$ cat src/rtl/uart_baud_tick_gen.sv
// uart_baud_tick_gen: baud-rate clock-enable generator for the UART.
// It holds a table of NUM_SRC divisor profiles and switches between them
// glitch-free. A switch waits for a baud-period boundary, then leaves a
// settle gap with no ticks before the new profile starts.
//
// Ports:
//   PCLK       - sole clock, rising edge
//   PRESETn    - synchronous active-low reset
//   enable     - level, 1 = generate ticks
//   div_cfg    - divisor table, profile k at [k*DIV_W +: DIV_W]
//   src_sel    - requested profile, sampled with sel_req
//   sel_req    - one-cycle switch request
//   sel_ack    - pulse: requested profile now active
//   req_drop   - pulse: request rejected
//   busy       - switch pending or settling
//   active_sel - profile currently in use
//   tick_ovs   - oversample tick, one every eff cycles
//   tick_baud  - baud tick, coincides with every OVS-th tick_ovs
//   br_clk     - baud-rate square wave, high for the first half of a period
module uart_baud_tick_gen #(
  parameter int unsigned NUM_SRC    = 3,
  parameter int unsigned DIV_W      = 16,
  parameter int unsigned OVS        = 16,
  parameter int unsigned SETTLE_CYC = 4
) (
  input  logic                       PCLK,
  input  logic                       PRESETn,
  input  logic                       enable,
  input  logic [NUM_SRC*DIV_W-1:0]   div_cfg,
  input  logic [$clog2(NUM_SRC)-1:0] src_sel,
  input  logic                       sel_req,
  output logic                       sel_ack,
  output logic                       req_drop,
  output logic                       busy,
  output logic [$clog2(NUM_SRC)-1:0] active_sel,
  output logic                       tick_ovs,
  output logic                       tick_baud,
  output logic                       br_clk
);

  localparam int unsigned SEL_W  = $clog2(NUM_SRC);
  localparam int unsigned SELX_W = SEL_W + 1;
  localparam int unsigned OVS_W  = $clog2(OVS);
  localparam int unsigned SET_W  = $clog2(SETTLE_CYC + 1);

  typedef enum logic [1:0] {IDLE, RUN, SW_PEND, SETTLE} state_t;

  state_t             state_q, state_d;
  logic [SEL_W-1:0]   active_sel_d;
  logic [DIV_W-1:0]   div_q, div_d;
  logic [DIV_W-1:0]   cnt_q, cnt_d;
  logic [OVS_W-1:0]   ovs_cnt_q, ovs_d;
  logic [SEL_W-1:0]   pend_sel_q, pend_sel_d;
  logic [SET_W-1:0]   settle_cnt_q, settle_d;
  logic               pend_done_q, pend_done_d;
  logic               sel_ack_d, req_drop_d, busy_d;
  logic               tick_ovs_d, tick_baud_d, br_clk_d;

  logic [DIV_W-1:0]   div_tbl [NUM_SRC];
  logic               step_tick, step_baud, src_in_range, req_ok;
  logic [DIV_W-1:0]   step_cnt;
  logic [OVS_W-1:0]   step_ovs;

  // Reload value for the cycle counter; divisor 0 behaves as 1
  function automatic logic [DIV_W-1:0] eff_m1(input logic [DIV_W-1:0] d);
    return (d == '0) ? '0 : d - DIV_W'(1);
  endfunction

  // Unpack the flat divisor table
  for (genvar k = 0; k < NUM_SRC; k++) begin : g_tbl
    assign div_tbl[k] = div_cfg[k*DIV_W +: DIV_W];
  end

  // One counting step with the latched divisor
  assign step_tick    = (cnt_q == '0);
  assign step_cnt     = step_tick ? eff_m1(div_q) : cnt_q - DIV_W'(1);
  assign step_ovs     = ovs_cnt_q + OVS_W'(step_tick);
  assign step_baud    = step_tick && (ovs_cnt_q == OVS_W'(OVS - 1));
  assign src_in_range = ({1'b0, src_sel} < SELX_W'(NUM_SRC));
  assign req_ok       = src_in_range && (src_sel != active_sel);

  // State and output registers
  always_ff @(posedge PCLK) begin
    if (!PRESETn) begin
      state_q      <= IDLE;
      active_sel   <= '0;
      div_q        <= div_tbl[0];
      cnt_q        <= '0;
      ovs_cnt_q    <= '0;
      pend_sel_q   <= '0;
      settle_cnt_q <= '0;
      pend_done_q  <= 1'b0;
      sel_ack      <= 1'b0;
      req_drop     <= 1'b0;
      busy         <= 1'b0;
      tick_ovs     <= 1'b0;
      tick_baud    <= 1'b0;
      br_clk       <= 1'b0;
    end else begin
      state_q      <= state_d;
      active_sel   <= active_sel_d;
      div_q        <= div_d;
      cnt_q        <= cnt_d;
      ovs_cnt_q    <= ovs_d;
      pend_sel_q   <= pend_sel_d;
      settle_cnt_q <= settle_d;
      pend_done_q  <= pend_done_d;
      sel_ack      <= sel_ack_d;
      req_drop     <= req_drop_d;
      busy         <= busy_d;
      tick_ovs     <= tick_ovs_d;
      tick_baud    <= tick_baud_d;
      br_clk       <= br_clk_d;
    end
  end

  // Next-state and output logic
  always_comb begin
    state_d      = state_q;
    active_sel_d = active_sel;
    div_d        = div_q;
    cnt_d        = cnt_q;
    ovs_d        = ovs_cnt_q;
    pend_sel_d   = pend_sel_q;
    settle_d     = settle_cnt_q;
    pend_done_d  = pend_done_q;
    sel_ack_d    = 1'b0;
    req_drop_d   = 1'b0;
    tick_ovs_d   = 1'b0;
    tick_baud_d  = 1'b0;
    br_clk_d     = 1'b0;

    if ((state_q != IDLE) && !enable) begin
      // Enable fall wins over any request; a pending switch completes now
      state_d     = IDLE;
      cnt_d       = '0;
      ovs_d       = '0;
      settle_d    = '0;
      pend_done_d = 1'b0;
      if (state_q != RUN) begin
        active_sel_d = pend_sel_q;
        div_d        = div_tbl[pend_sel_q];
        sel_ack_d    = 1'b1;
      end
    end else begin
      case (state_q)
        IDLE: begin
          cnt_d = '0;
          ovs_d = '0;
          if (sel_req) begin
            if (req_ok) begin
              active_sel_d = src_sel;
              div_d        = div_tbl[src_sel];
              sel_ack_d    = 1'b1;
            end else begin
              req_drop_d = 1'b1;
            end
          end
          if (enable) begin
            div_d    = div_tbl[active_sel_d];
            cnt_d    = eff_m1(div_tbl[active_sel_d]);
            br_clk_d = 1'b1;
            state_d  = RUN;
          end
        end

        RUN: begin
          cnt_d       = step_cnt;
          ovs_d       = step_ovs;
          tick_ovs_d  = step_tick;
          tick_baud_d = step_baud;
          br_clk_d    = !step_ovs[OVS_W-1];
          if (sel_req) begin
            if (req_ok) begin
              pend_sel_d  = src_sel;
              pend_done_d = 1'b0;
              state_d     = SW_PEND;
            end else begin
              req_drop_d = 1'b1;
            end
          end
        end

        SW_PEND: begin
          req_drop_d = sel_req;
          if (pend_done_q) begin
            state_d     = SETTLE;
            settle_d    = SET_W'(SETTLE_CYC - 1);
            pend_done_d = 1'b0;
          end else begin
            cnt_d       = step_cnt;
            ovs_d       = step_ovs;
            tick_ovs_d  = step_tick;
            tick_baud_d = step_baud;
            // Hold br_clk low from the final old baud edge so no runt pulse appears
            br_clk_d    = !step_ovs[OVS_W-1] && !step_baud;
            if (step_baud) begin
              pend_done_d = 1'b1;
            end
          end
        end

        SETTLE: begin
          req_drop_d = sel_req;
          if (settle_cnt_q == '0) begin
            active_sel_d = pend_sel_q;
            div_d        = div_tbl[pend_sel_q];
            cnt_d        = eff_m1(div_tbl[pend_sel_q]);
            ovs_d        = '0;
            sel_ack_d    = 1'b1;
            br_clk_d     = 1'b1;
            state_d      = RUN;
          end else begin
            settle_d = settle_cnt_q - SET_W'(1);
          end
        end

        default: state_d = IDLE;
      endcase
    end

    busy_d = (state_d == SW_PEND) || (state_d == SETTLE);
  end

endmodule

$ cat config.mk
export PLATFORM = sky130hd
export DESIGN_NAME = uart_baud_tick_gen
export DESIGN_NICKNAME = d
export VERILOG_FILES = /design/src/rtl/uart_baud_tick_gen.sv
export SDC_FILE = /design/constraint.sdc
export NUM_CORES = 1
export LEC_CHECK = 0
export ABC_CLOCK_PERIOD_IN_PS = 15400
export CORE_ASPECT_RATIO = 2
export CORE_UTILIZATION = 35
export DETAILED_ROUTE_END_ITERATION = 8
export SETUP_SLACK_MARGIN = 0.02
export SLEW_MARGIN = 20
export SYNTH_ARGS = -nofsm -noshare
export SYNTH_HDL_FRONTEND = slang
export SYNTH_SLANG_ARGS = --single-unit
$ cat constraint.sdc
create_clock -name PCLK -period 15.4 [get_ports PCLK]
set_input_delay 4.62 -clock PCLK [delete_from_list [all_inputs] [get_ports PCLK]]
set_output_delay 4.62 -clock PCLK [all_outputs]
set_load 0.02 [all_outputs]
==> results of run 1 <==
power by group:
part           internal (uW)  total [uW]  leakage (uW)  switching, uW
clock network           77.5         133     0.0000815           55.7
logic                   90.0         225       0.00176            135
registers                155         167      0.000456           12.3
total                    323         525       0.00230            203
metal layers:
layer | vias to the layer above | routed length (um) | GRT usage [%] | part of all wire, %
met4 | 0 | 1060 | 16.2 | 5.6
met1 | 2728 | 6950 | 23.3 | 37
li1 | 2804 | - | - | -
met2 | 166 | 10300 | 46.0 | 55
met3 | 62 | 516 | 1.65 | 2.7
met5 | - | 0 | 0 | 0
stage by stage:
| step | area (um2) | worst slack, ps |
|---|---|---|
| finish | 6430 | 6630 |
| global route | 6430 | 6330 |
| CTS | 6430 | 6720 |
| detailed placement | 6260 | 6410 |
| global placement | 6260 | 6540 |
| floorplan | 5500 | 7250 |
worst max-delay path: stages:
cell and delay (ps):
clkdlybuf4s50_1 1030, nand2b_1 680, a21oi_1 450, buf_4 300, a32oi_1 430, nand4_1 330, nor4_4 330, a31oi_1 140
buf_4 220, a221oi_1 300, a21oi_1 110
Yosys cell counts, types with 9 or more instances:
master     instances  area (um2)
a21oi_1           57         285
o2bb2ai_1         14         123
nor2_1            71         267
xnor2_1           27         236
nand2_1           61         229
xor2_1            17         149
nor3_1            15        75.1
mux2i_1           40         400
ha_1              15         188
edfxtp_1          16         480
o21ai_0           75         375
dfxtp_1           36         721
o22ai_1           12        75.1
nor4_1            12        75.1
nand3_1           16        80.1
inv_1             35         131
buf_2             10        50.1
a211oi_1          13        97.6
clkbuf_1          31         116
a22oi_1            9        67.6
o211ai_1          20         150
nor2b_1           15        93.8
cells in the final DEF (no fill, tap or decap), types with 16 or more instances in the layout:
cell type,n
a21oi_1,56
o211ai_1,20
xnor2_1,27
mux2i_1,40
o21ai_0,75
nand2_1,61
inv_1,35
nand3_1,16
edfxtp_1,16
nor2_1,71
xor2_1,17
dfxtp_1,36
clkdlybuf4s50_1,61
buf_4,17
worst min path at each step:
stage               slack (ps)  cells past startpoint                        end
global route               510                      2  ovs_cnt_q[0]$_SDFFE_PN0P_
floorplan                  440                      2  ovs_cnt_q[1]$_SDFFE_PN0P_
CTS                        480                      2  ovs_cnt_q[1]$_SDFFE_PN0P_
global placement           450                      2  ovs_cnt_q[1]$_SDFFE_PN0P_
finish                     470                      2  ovs_cnt_q[1]$_SDFFE_PN0P_
detailed placement         470                      2  ovs_cnt_q[1]$_SDFFE_PN0P_
registers in the layout, summed over array words and instances (netlist names), 2 cells and up:
register	count
cnt_q	16
pend_sel_q	2
settle_cnt_q	3
active_sel	2
div_q	16
ovs_cnt_q	4
state_q	2
cells by family (layout without fill, tap and decap cells):
| family | after synthesis | count (layout) | share of synthesized area [%] |
|---|---|---|---|
| adder cells (fa/ha/maj) | 15 | 15 | 3.41 |
| AND/OR/NAND/NOR | 238 | 238 | 21.6 |
| AO/OA/AOI/OAI | 268 | 268 | 32.0 |
| buffers and inverters | 88 | 122 | 6.85 |
| multiplexers | 40 | 40 | 7.28 |
| flip-flops | 52 | 52 | 21.8 |
| XOR/XNOR | 44 | 44 | 7.01 |
cell type report:
class,count,area share (%)
inverter,36,2.10
multi-input combinational,605,61.3
sequential,52,18.7
tap,198,3.86
clock inverter,2,0.604
timing repair buffer,78,11.5
clock buffer,6,2.01
==> impl_metrics.tcl, run 1 <==
set metrics [dict create \
    status "finished, final reports clean" \
    ff2ff_path_depth 12 \
    core_area_mm2 0.0153 \
    syn-cell-area_mm2 0.00550 \
    crit_end "cnt_q[1]$_SDFFE_PN0P_" \
    grt_pass1_wl_um 29800 \
    start_util_pct 36.0 \
    p_per_area_mw_per_mm2 81.8 \
    dr.pass1.iters 5 \
    finalHoldViolations 0 \
    fillers 1570 \
    grt_max_degree 45 \
    synth-async-reset-ratio_pct 0 \
    dpl.hpwl_um 14800 \
    io_buffer_count 61 \
    cts_setup_buffers 0 \
    synth_top_flop_cell "dfxtp_1" \
    critPathLaunchType "primary input" \
    cts.sinks 52 \
    skew_ps 14.9 \
    syn_inst 745 \
    wl_per_cell_um 19.3 \
    worstSetupEndpointType "flop" \
    numCtsBuffers 5 \
    fp.dieH_um 179 \
    gr-total-overflow 0 \
    cts_tree "done" \
    n_antenna_cell 0 \
    ys_seq_elements 52 \
    relSlewSlack_pct 22.9 \
    rr_endpoint "cnt_q[8]$_SDFFE_PN0P_" \
    wirelength_um 18900 \
    place_inst 969 \
    synth_seq_area_share_pct 21.8 \
    fmax_mhz 114 \
    hp-start "ovs_cnt_q[1]$_SDFFE_PN0P_" \
    antenna_found_initial 0 \
    nNetsFinal 847 \
    reg2reg_slack_ps 11870 \
    worstSkewPairLatency_ps 310 \
    layout_worst_path_cycle_share_pct 57.0 \
    viasPerCell 5.90 \
    cts-root-buf "clkbuf_16" \
    setup_violations 0 \
    dieArea_mm2 0.0162 \
    finalCriticalPeriod_ps 8770 \
    required_ps 15580 \
    grt_pass1_vias 5696 \
    clkSlewWorstSetupHoldPaths_ps 80 \
    hold_path_class "flop to flop" \
    arrival_ps 8960 \
    instances_no_fill 977 \
    final_layout_size_suffix_gt1_share_pct 5.78 \
    die_w_um 90.6 \
    rsz0062_at_grt "false" \
    drc 0 \
    io-pin-count 62 \
    ctsHoldBuffers 0 \
    grt_use_total_pct 23.6 \
    yosys.cell_types.count 67 \
    syn_area_per_cell_um2 7.38 \
    num_rows 64 \
    multi_input_area_mm2 0.00394 \
    area_growth_pct 16.9 \
    crit_type "primary input to flop" \
    reg2reg_from "pend_sel_q[1]$_SDFFE_PN0P_" \
    report.power.total_uw 525 \
    max-cap-violations 0 \
    synth_fp_nets 814 \
    drtIter0Drc 329 \
    p_leak_uw 0.00230 \
    clk_path_buf_depth 2 \
    crit_fanout 22 \
    synth_edf_count 16 \
    fin_setup_tns_ps 0 \
    place_congestion 0.931 \
    ctsHtreeMaxLevel 2 \
    regArea_mm2 0.00120 \
    antenna_left 0 \
    ys_warn_count 0 \
    drv_slew 0 \
    whs_ps 475 \
    peakVddDrop_uv 46.4 \
    crit_start "src_sel[0]" \
    fin_util_pct 42.0 \
    cts_resized 0 \
    worst_slew_pin_slew_ps 1150 \
    vias 5760 \
]
No activity file was read; power rests on OpenSTA's default activity.
==> inputs of run 2 (changes only) <==
--- a/config.mk
+++ b/config.mk
@@ -5,7 +5,7 @@
 export SDC_FILE = /design/constraint.sdc
 export NUM_CORES = 1
 export LEC_CHECK = 0
-export ABC_CLOCK_PERIOD_IN_PS = 15400
+export ABC_CLOCK_PERIOD_IN_PS = 8900
 export CORE_ASPECT_RATIO = 2
 export CORE_UTILIZATION = 35
 export DETAILED_ROUTE_END_ITERATION = 8
==> constraint.sdc (replaced) <==
create_clock -name PCLK -period 8.9 [get_ports PCLK]
set_input_delay 2.67 -clock PCLK [delete_from_list [all_inputs] [get_ports PCLK]]
set_output_delay 2.67 -clock PCLK [all_outputs]
set_load 0.02 [all_outputs]
==> impl_metrics.tcl, run 2 (synthesis results as in run 1) <==
set metrics [dict create \
    vias 5861 \
    crit_fanout 22 \
    place_congestion 0.932 \
    drc 0 \
    clk_path_buf_depth 2 \
    p_per_area_mw_per_mm2 140 \
    dr.pass1.iters 6 \
    worst_slew_pin_slew_ps 1200 \
    path_cells "clkdlybuf4s50_1 > nand2b_1 > a21oi_1 > buf_4 > a32oi_1 > nand4_1 > nor4_4 > a31oi_1 > buf_4 > a221oi_1 > a21oi_1" \
    critPathLaunchType "primary input" \
    nNetsFinal 845 \
    dieArea_mm2 0.0162 \
    num_rows 64 \
    io_buffer_count 61 \
    cts.sinks 52 \
    fp.dieH_um 179 \
    io-pin-count 62 \
    drtIter0Drc 376 \
    drv_slew 0 \
    cts_tree "done" \
    setup_ws_ps 2310 \
    grt_use_total_pct 23.2 \
    final_common_cell "o21ai_0" \
    wirelength_um 18700 \
    grt_pass1_wl_um 29400 \
    viasPerCell 6.01 \
    slowest_stage "clkdlybuf4s50_1" \
    cts_setup_buffers 0 \
    relSlewSlack_pct 19.5 \
    whs_ps 477 \
    arrival_ps 6760 \
    max-cap-violations 0 \
    p_leak_uw 0.00229 \
    fillers 1573 \
    place_ws_ps 2120 \
    finalHoldViolations 0 \
    worstSetupEndpointType "flop" \
    fin_util_pct 41.9 \
    area_growth_pct 16.5 \
    cts_resized 0 \
    peakVddDrop_uv 106 \
    status "finished, final reports clean" \
    grt_pass1_vias 5788 \
    die_w_um 90.6 \
    hold_path_class "flop to flop" \
    required_ps 9070 \
    n_antenna_cell 0 \
    fin_setup_tns_ps 0 \
    layout_common_cells "o21ai_0, nor2_1, nand2_1, clkdlybuf4s50_1, a21oi_1" \
    numCtsBuffers 5 \
    ctsHtreeMaxLevel 2 \
    layout_worst_path_cycle_share_pct 74.0 \
    largestRegisters "cnt_q (16), div_q (16), ovs_cnt_q (4)" \
    worstSkewPairLatency_ps 300 \
    fmax_mhz 152 \
    gr-total-overflow 0 \
    setup_violations 0 \
    finalCriticalPeriod_ps 6590 \
    core_area_mm2 0.0153 \
    wl_per_cell_um 19.1 \
    antenna_left 0 \
    ctsHoldBuffers 0 \
    crit_type "primary input to flop" \
    final_layout_size_suffix_gt1_share_pct 5.53 \
    start_util_pct 36.0 \
    clkSlewWorstSetupHoldPaths_ps 70 \
    cts-root-buf "clkbuf_16" \
    skew_ps 7.46 \
    grt_max_degree 45 \
    cpPeakStageDelay_ps 1030 \
    antenna_found_initial 0 \
    rsz0062_at_grt "false" \
    dpl.hpwl_um 14500 \
]
[run 2: cell types whose count changed in the layout (fill, tap and decap cells not counted), sizes merged]
cell | previous run | this run
bufinv | 1 | 0
clkbuf | 6 | 7
buf | 17 | 15
[run 2: area by class of cell]
cell class | instances | area, um2 | share of cell area [%]
Inverter | 36 | 135 | 2.11
Clock buffer | 7 | 154 | 2.40
Timing Repair Buffer | 76 | 723 | 11.3
Sequential cell | 52 | 1200 | 18.7
Clock inverter | 1 | 8.76 | 0.137
Tap cell | 198 | 248 | 3.87
Multi-Input combinational cell | 605 | 3940 | 61.4
[run 2: through the flow]
stage,total power [uW],cells,area (um2)
2_1_floorplan,558,745,5500
3_3_place_gp,676,967,6240
3_5_place_dp,676,967,6240
4_1_cts,896,975,6410
5_1_grt,948,975,6410
6_report,894,975,6410
[run 2: final timing paths]
check | startpoint | end | depth (start not counted) | slack [ps]
max | src_sel[0] | cnt_q[1]$_SDFFE_PN0P_ | 11 | 2310
min | ovs_cnt_q[1]$_SDFFE_PN0P_ | ovs_cnt_q[1]$_SDFFE_PN0P_ | 2 | 480
max reg2reg | pend_sel_q[1]$_SDFFE_PN0P_ | cnt_q[13]$_SDFFE_PN0P_ | 10 | 5190
min reg2reg | ovs_cnt_q[1]$_SDFFE_PN0P_ | ovs_cnt_q[1]$_SDFFE_PN0P_ | 2 | 480
[run 2: power breakdown]
| part | switching, uW | leakage [uW] | internal (uW) |
|---|---|---|---|
| clock network | 93.9 | 0.0000797 | 123 |
| logic | 230 | 0.00175 | 155 |
| registers | 24.1 | 0.000456 | 268 |
[run 2: per-layer routing]
layer	share of wire (%)	track usage [%]	routed length, um	up-vias
li1	-	-	-	2807
met1	36	23.3	6660	2751
met2	55	44.9	10200	241
met3	4.3	1.74	802	62
met4	5.3	15.5	989	0
met5	0	0	0	-
[run 2: worst max-delay path: cells and delay by family]
family / cells / cell delay (ps)
buf+inv: 3 / 1500
compound gates: 5 / 1210
simple gates: 3 / 1370
==> variant 1: new RTL, flow settings as in run 2 <==
`OVS`: 16 -> 32.
--- a/src/rtl/uart_baud_tick_gen.sv
+++ b/src/rtl/uart_baud_tick_gen.sv
@@ -20,7 +20,7 @@
 module uart_baud_tick_gen #(
   parameter int unsigned NUM_SRC    = 3,
   parameter int unsigned DIV_W      = 16,
-  parameter int unsigned OVS        = 16,
+  parameter int unsigned OVS        = 32,
   parameter int unsigned SETTLE_CYC = 4
 ) (
   input  logic                       PCLK,
Function: changed (a bounded check fails within 10 cycles, from zero or initial values and one cycle with PRESETn low).
==> variant 1 against run 2 <==
Power up 2.4%; worst setup slack improved by 390 ps; wire length up 4.5%; sequential cell count increased by 1; die area rose by 3.3%; final cell count up 1.8%; synthesized area increased by 3.4%; clock skew is 3.0 ps higher; cell area increased by 2.6%; combinational power is 6.8% higher.
==> variant 1: results (changes against run 2) <==
metric;value;unit;change
synthTopCellsByCount;nor2_1 (95), o21ai_0 (71), a21oi_1 (69);;
total_leakage_power;2.36;nW;+3.2%
grt_pass1_vias;5812;;+0.41%
wl_per_cell;19.6;um;+2.6%
drive_above_1_share;6.57;%;+1.0 points
finalNonFillerCells;993;;+1.8%
arrival;6380;ps;-380 ps
r2r-start;active_sel[0];;
clk-insertion-delay-late;310;ps;
yosys-top-cells-area;dfxtp_1 (13%), edfxtp_1 (8.5%), nor2_1 (6.3%);;
routed_via_density;5.96;;-0.86%
dp_hpwl;15300;um;+5.4%
htreeDepth;2;;unchanged
status;complete, no violations;;
grt_pass1_wl;30800;um;+4.5%
routabilityCongestion;0.956;;+2.6%
ys_seq_area_share;21.5;%;-0.36 points
pre_cts_slack;2510;ps;+390 ps
crit_family;simple AND/OR/NAND/NOR gates;;
cts-resized-gates;0;;unchanged
crit_path_max_incr_delay;1040;ps;
syn-num-nets;833;;+2.3%
relSlewSlack;41.8;%;+22 points
vdd_ir_drop_max;75.5;uV;-29%
reg_top3;cnt_q x16, div_q x16, ovs_cnt_q x5;;
antenna_found_initial;0;;unchanged
syn_avg_cell_area;7.45;um^2;+0.93%
drt_first_iter_violations;411;;+9.3%
final.setup_skew;10.5;ps;+3.01 ps
fin_nets;861;;+1.9%
async_flop_share;0;%;unchanged
setup_ws;2710;ps;+393 ps
post_dp_cell_area;6420;um^2;+2.8%
drtPass1Iterations;5;;-1
synthDistinctLibCells;71;;+6.0%
fillers;1670;;+6.2%
grt_usage;23.5;%;+0.34 points
cts_made_buffers;5;;unchanged
hold_start;settle_cnt_q[0];;
-- variant 1: cell types whose count changed after synthesis, sizes merged, moves of 12 or more --
cell,change
a211o,+12
nor2,+24
a2bb2oi,+13
inv,-12
o211ai,-15
a21oi,+13
-- variant 1: layout make-up --
cell class              count  area, um^2  area share [%]
multi-input cells         630        4130            62.8
flip-flops and latches     53        1220            18.6
repair buffers             77         731            11.1
well taps                 201         251            3.82
clock buffers               5         125            1.90
inverters                  24        90.1            1.37
clock inverters             3        28.8           0.438
-- variant 1: worst paths after layout --
path / depth (start not counted) / slack [ps] / to
worst min-delay path: 2 / 480 / settle_cnt_q[0]
worst max register to register: 9 / 5620 / cnt_q[9]
worst min register to register: 2 / 480 / settle_cnt_q[0]
worst max-delay path: 9 / 2710 / cnt_q[9]
-- variant 1: cell families (layout without fill, tap and decap cells) --
| group | after synthesis | in the layout | share of synthesized area, % |
|---|---|---|---|
| xor gates and xnor gates | 49 | 49 | 7.55 |
| muxes | 35 | 35 | 6.23 |
| and+or+nand+nor | 261 | 261 | 22.7 |
| AOI/OAI and AO/OA | 269 | 269 | 32.3 |
| DFF | 53 | 53 | 21.5 |
| adders and majority gates | 16 | 16 | 3.52 |
| buffers and inverters | 80 | 109 | 6.16 |
-- variant 1: routing by layer --
layer / part of all wire [%] / up-vias / GRT usage, % / wire length, um
met5: 0 / - / 0 / 0
met4: 5.4 / 0 / 13.9 / 1050
met3: 3.5 / 62 / 1.67 / 689
met2: 55 / 206 / 46.0 / 10700
met1: 36 / 2782 / 23.6 / 7030
li1: - / 2868 / - / -
-- variant 1: power by group --
part           total (W)  leakage [nW]  internal (W)  switching (W)
Combinational   0.000411          1.82      0.000169       0.000242
Clock           0.000209        0.0763      0.000108       0.000101
Sequential      0.000296         0.461      0.000273      0.0000222
Total           0.000915          2.36      0.000550       0.000365
==> variant 2: new RTL, config.mk and constraints of run 2 <==
Made on the original files. Re-encode `state_t` (4 states) as one-hot, 4 bits wide.
--- a/src/rtl/uart_baud_tick_gen.sv
+++ b/src/rtl/uart_baud_tick_gen.sv
@@ -43,7 +43,7 @@
   localparam int unsigned OVS_W  = $clog2(OVS);
   localparam int unsigned SET_W  = $clog2(SETTLE_CYC + 1);
 
-  typedef enum logic [1:0] {IDLE, RUN, SW_PEND, SETTLE} state_t;
+  typedef enum logic [3:0] {IDLE = 4'b0001, RUN = 4'b0010, SW_PEND = 4'b0100, SETTLE = 4'b1000} state_t;
 
   state_t             state_q, state_d;
   logic [SEL_W-1:0]   active_sel_d;
Formal check against the unedited RTL: same outputs for any inputs over 4 cycles, from zero or initial values and one cycle with PRESETn low; so few cycles prove little.
==> variant 2 against run 2 <==
Critical path depth is 2 higher; cell area is 0.94% higher; sequential cell count is 2 higher; final cell count shrank 1.2%; count of clock-buffer cells in the layout shrank 2; synthesized cell count decreased by 1.7%; synthesized area increased by 0.91%; power is 3.7% higher; die area grew 0.90%; wire length is 3.4% higher; worst setup slack got worse by 13 ps; non-clock buffer count up 1.
==> variant 2: results (changes against run 2) <==
metric;value;unit;change
status;complete, no violations;;
r2r-start;active_sel[0];;
yosys-top-cells-area;dfxtp_1 (14%), edfxtp_1 (8.7%), a21oi_1 (5.6%);;
arrival;6810;ps;+50 ps
path_max_fanout;25;;+14%
post_dp_cell_area;6300;um^2;+0.88%
syn_inst;732;;-1.7%
wl_per_cell;20.0;um;+4.7%
vdd_ir_drop_max;70.7;uV;-33%
cp-startpoint;src_sel[1];;
drt-total-wl;19300;um;+3.4%
routabilityCongestion;0.910;;-2.3%
drive_above_1_share;7.58;%;+2.0 points
drtPass1Iterations;7;;+1
total_leakage_power;2.27;nW;-0.96%
ys_seq_area_share;22.4;%;+0.52 points
synthTopCellsByCount;nor2_1 (76), a21oi_1 (62), nand2_1 (60);;
grt_usage;23.3;%;+0.12 points
reg_top3;cnt_q x16, div_q x16;;
grt_pass1_vias;5677;;-1.9%
routed_via_density;5.98;;-0.58%
final.setup_skew;16.8;ps;+9.34 ps
drt_first_iter_violations;270;;-28%
hold_start;settle_cnt_q[1];;
fin_nets;827;;-2.1%
variant 2: cell types whose count changed in the layout (fill, tap and decap cells not counted), sizes merged, moves of 6 or more:
cell / delta
mux2i: -9
a21oi: +6
inv: -14
nand2b: +11
a211o: +11
o21ai: -25
mux2: +6
o211ai: -14
xor2: +9
ha: -6
variant 2: cell families (layout without fill, tap and decap cells):
group,count (synthesis),count (layout),share of synthesized area (%)
fa+ha+maj,9,9,2.03
xor+xnor,51,51,8.05
buf+inv,74,107,5.61
simple gates,251,251,23.2
flops,54,54,22.4
compound gates,256,256,32.0
mux,37,37,6.81
variant 2: metrics by stage:
| stage | utilization, % | hold WS (ps) | worst slack [ps] |
|---|---|---|---|
| floorplan | - | 468 | 3650 |
| global placement | 41.0 | 497 | 2180 |
| detailed placement | 41.0 | 523 | 2050 |
| CTS | 42.1 | 542 | 2380 |
| global route | 42.1 | 571 | 2060 |
| finish | 42.1 | 534 | 2300 |
variant 2: path summary, 6_finish.rpt:
path / endpoint / slack [ps] / cells past startpoint
max: cnt_q[7] / 2300 / 13
max reg2reg: cnt_q[7] / 5220 / 12
min: settle_cnt_q[1] / 530 / 2
min reg2reg: settle_cnt_q[1] / 530 / 2
variant 2: layer usage:
metal | wire [um] | global-route usage, %
met2 | 10300 | 43.8
met5 | 0 | 0
met4 | 1200 | 16.5
met1 | 6980 | 23.9
met3 | 829 | 1.56
variant 2: area by class of cell:
| class | instances | area, um^2 | area share, % |
|---|---|---|---|
| timing repair buffer | 77 | 731 | 11.3 |
| inverter | 22 | 82.6 | 1.28 |
| clock inverter | 3 | 42.5 | 0.658 |
| sequential | 54 | 1240 | 19.2 |
| clock buffer | 5 | 125 | 1.93 |
| tap | 198 | 248 | 3.83 |
| multi-input combinational | 604 | 4000 | 61.8 |
variant 2: report_power, final:
group	leakage, nW	switching (W)	internal [W]
Sequential	0.473	0.0000253	0.000281
Clock	0.0818	0.0000956	0.000133
Combinational	1.71	0.000227	0.000166
variant 2: worst max-delay path: stages:
cell and delay [ps]:
clkdlybuf4s50_1 850, nand2b_1 350, buf_4 230, a211o_1 320, a32o_1 310, inv_1 100
ha_1 210, o2111ai_1 200, nor4_4 340, nand3_2 210, o21bai_2 560, o22ai_1 190
o221a_2 260
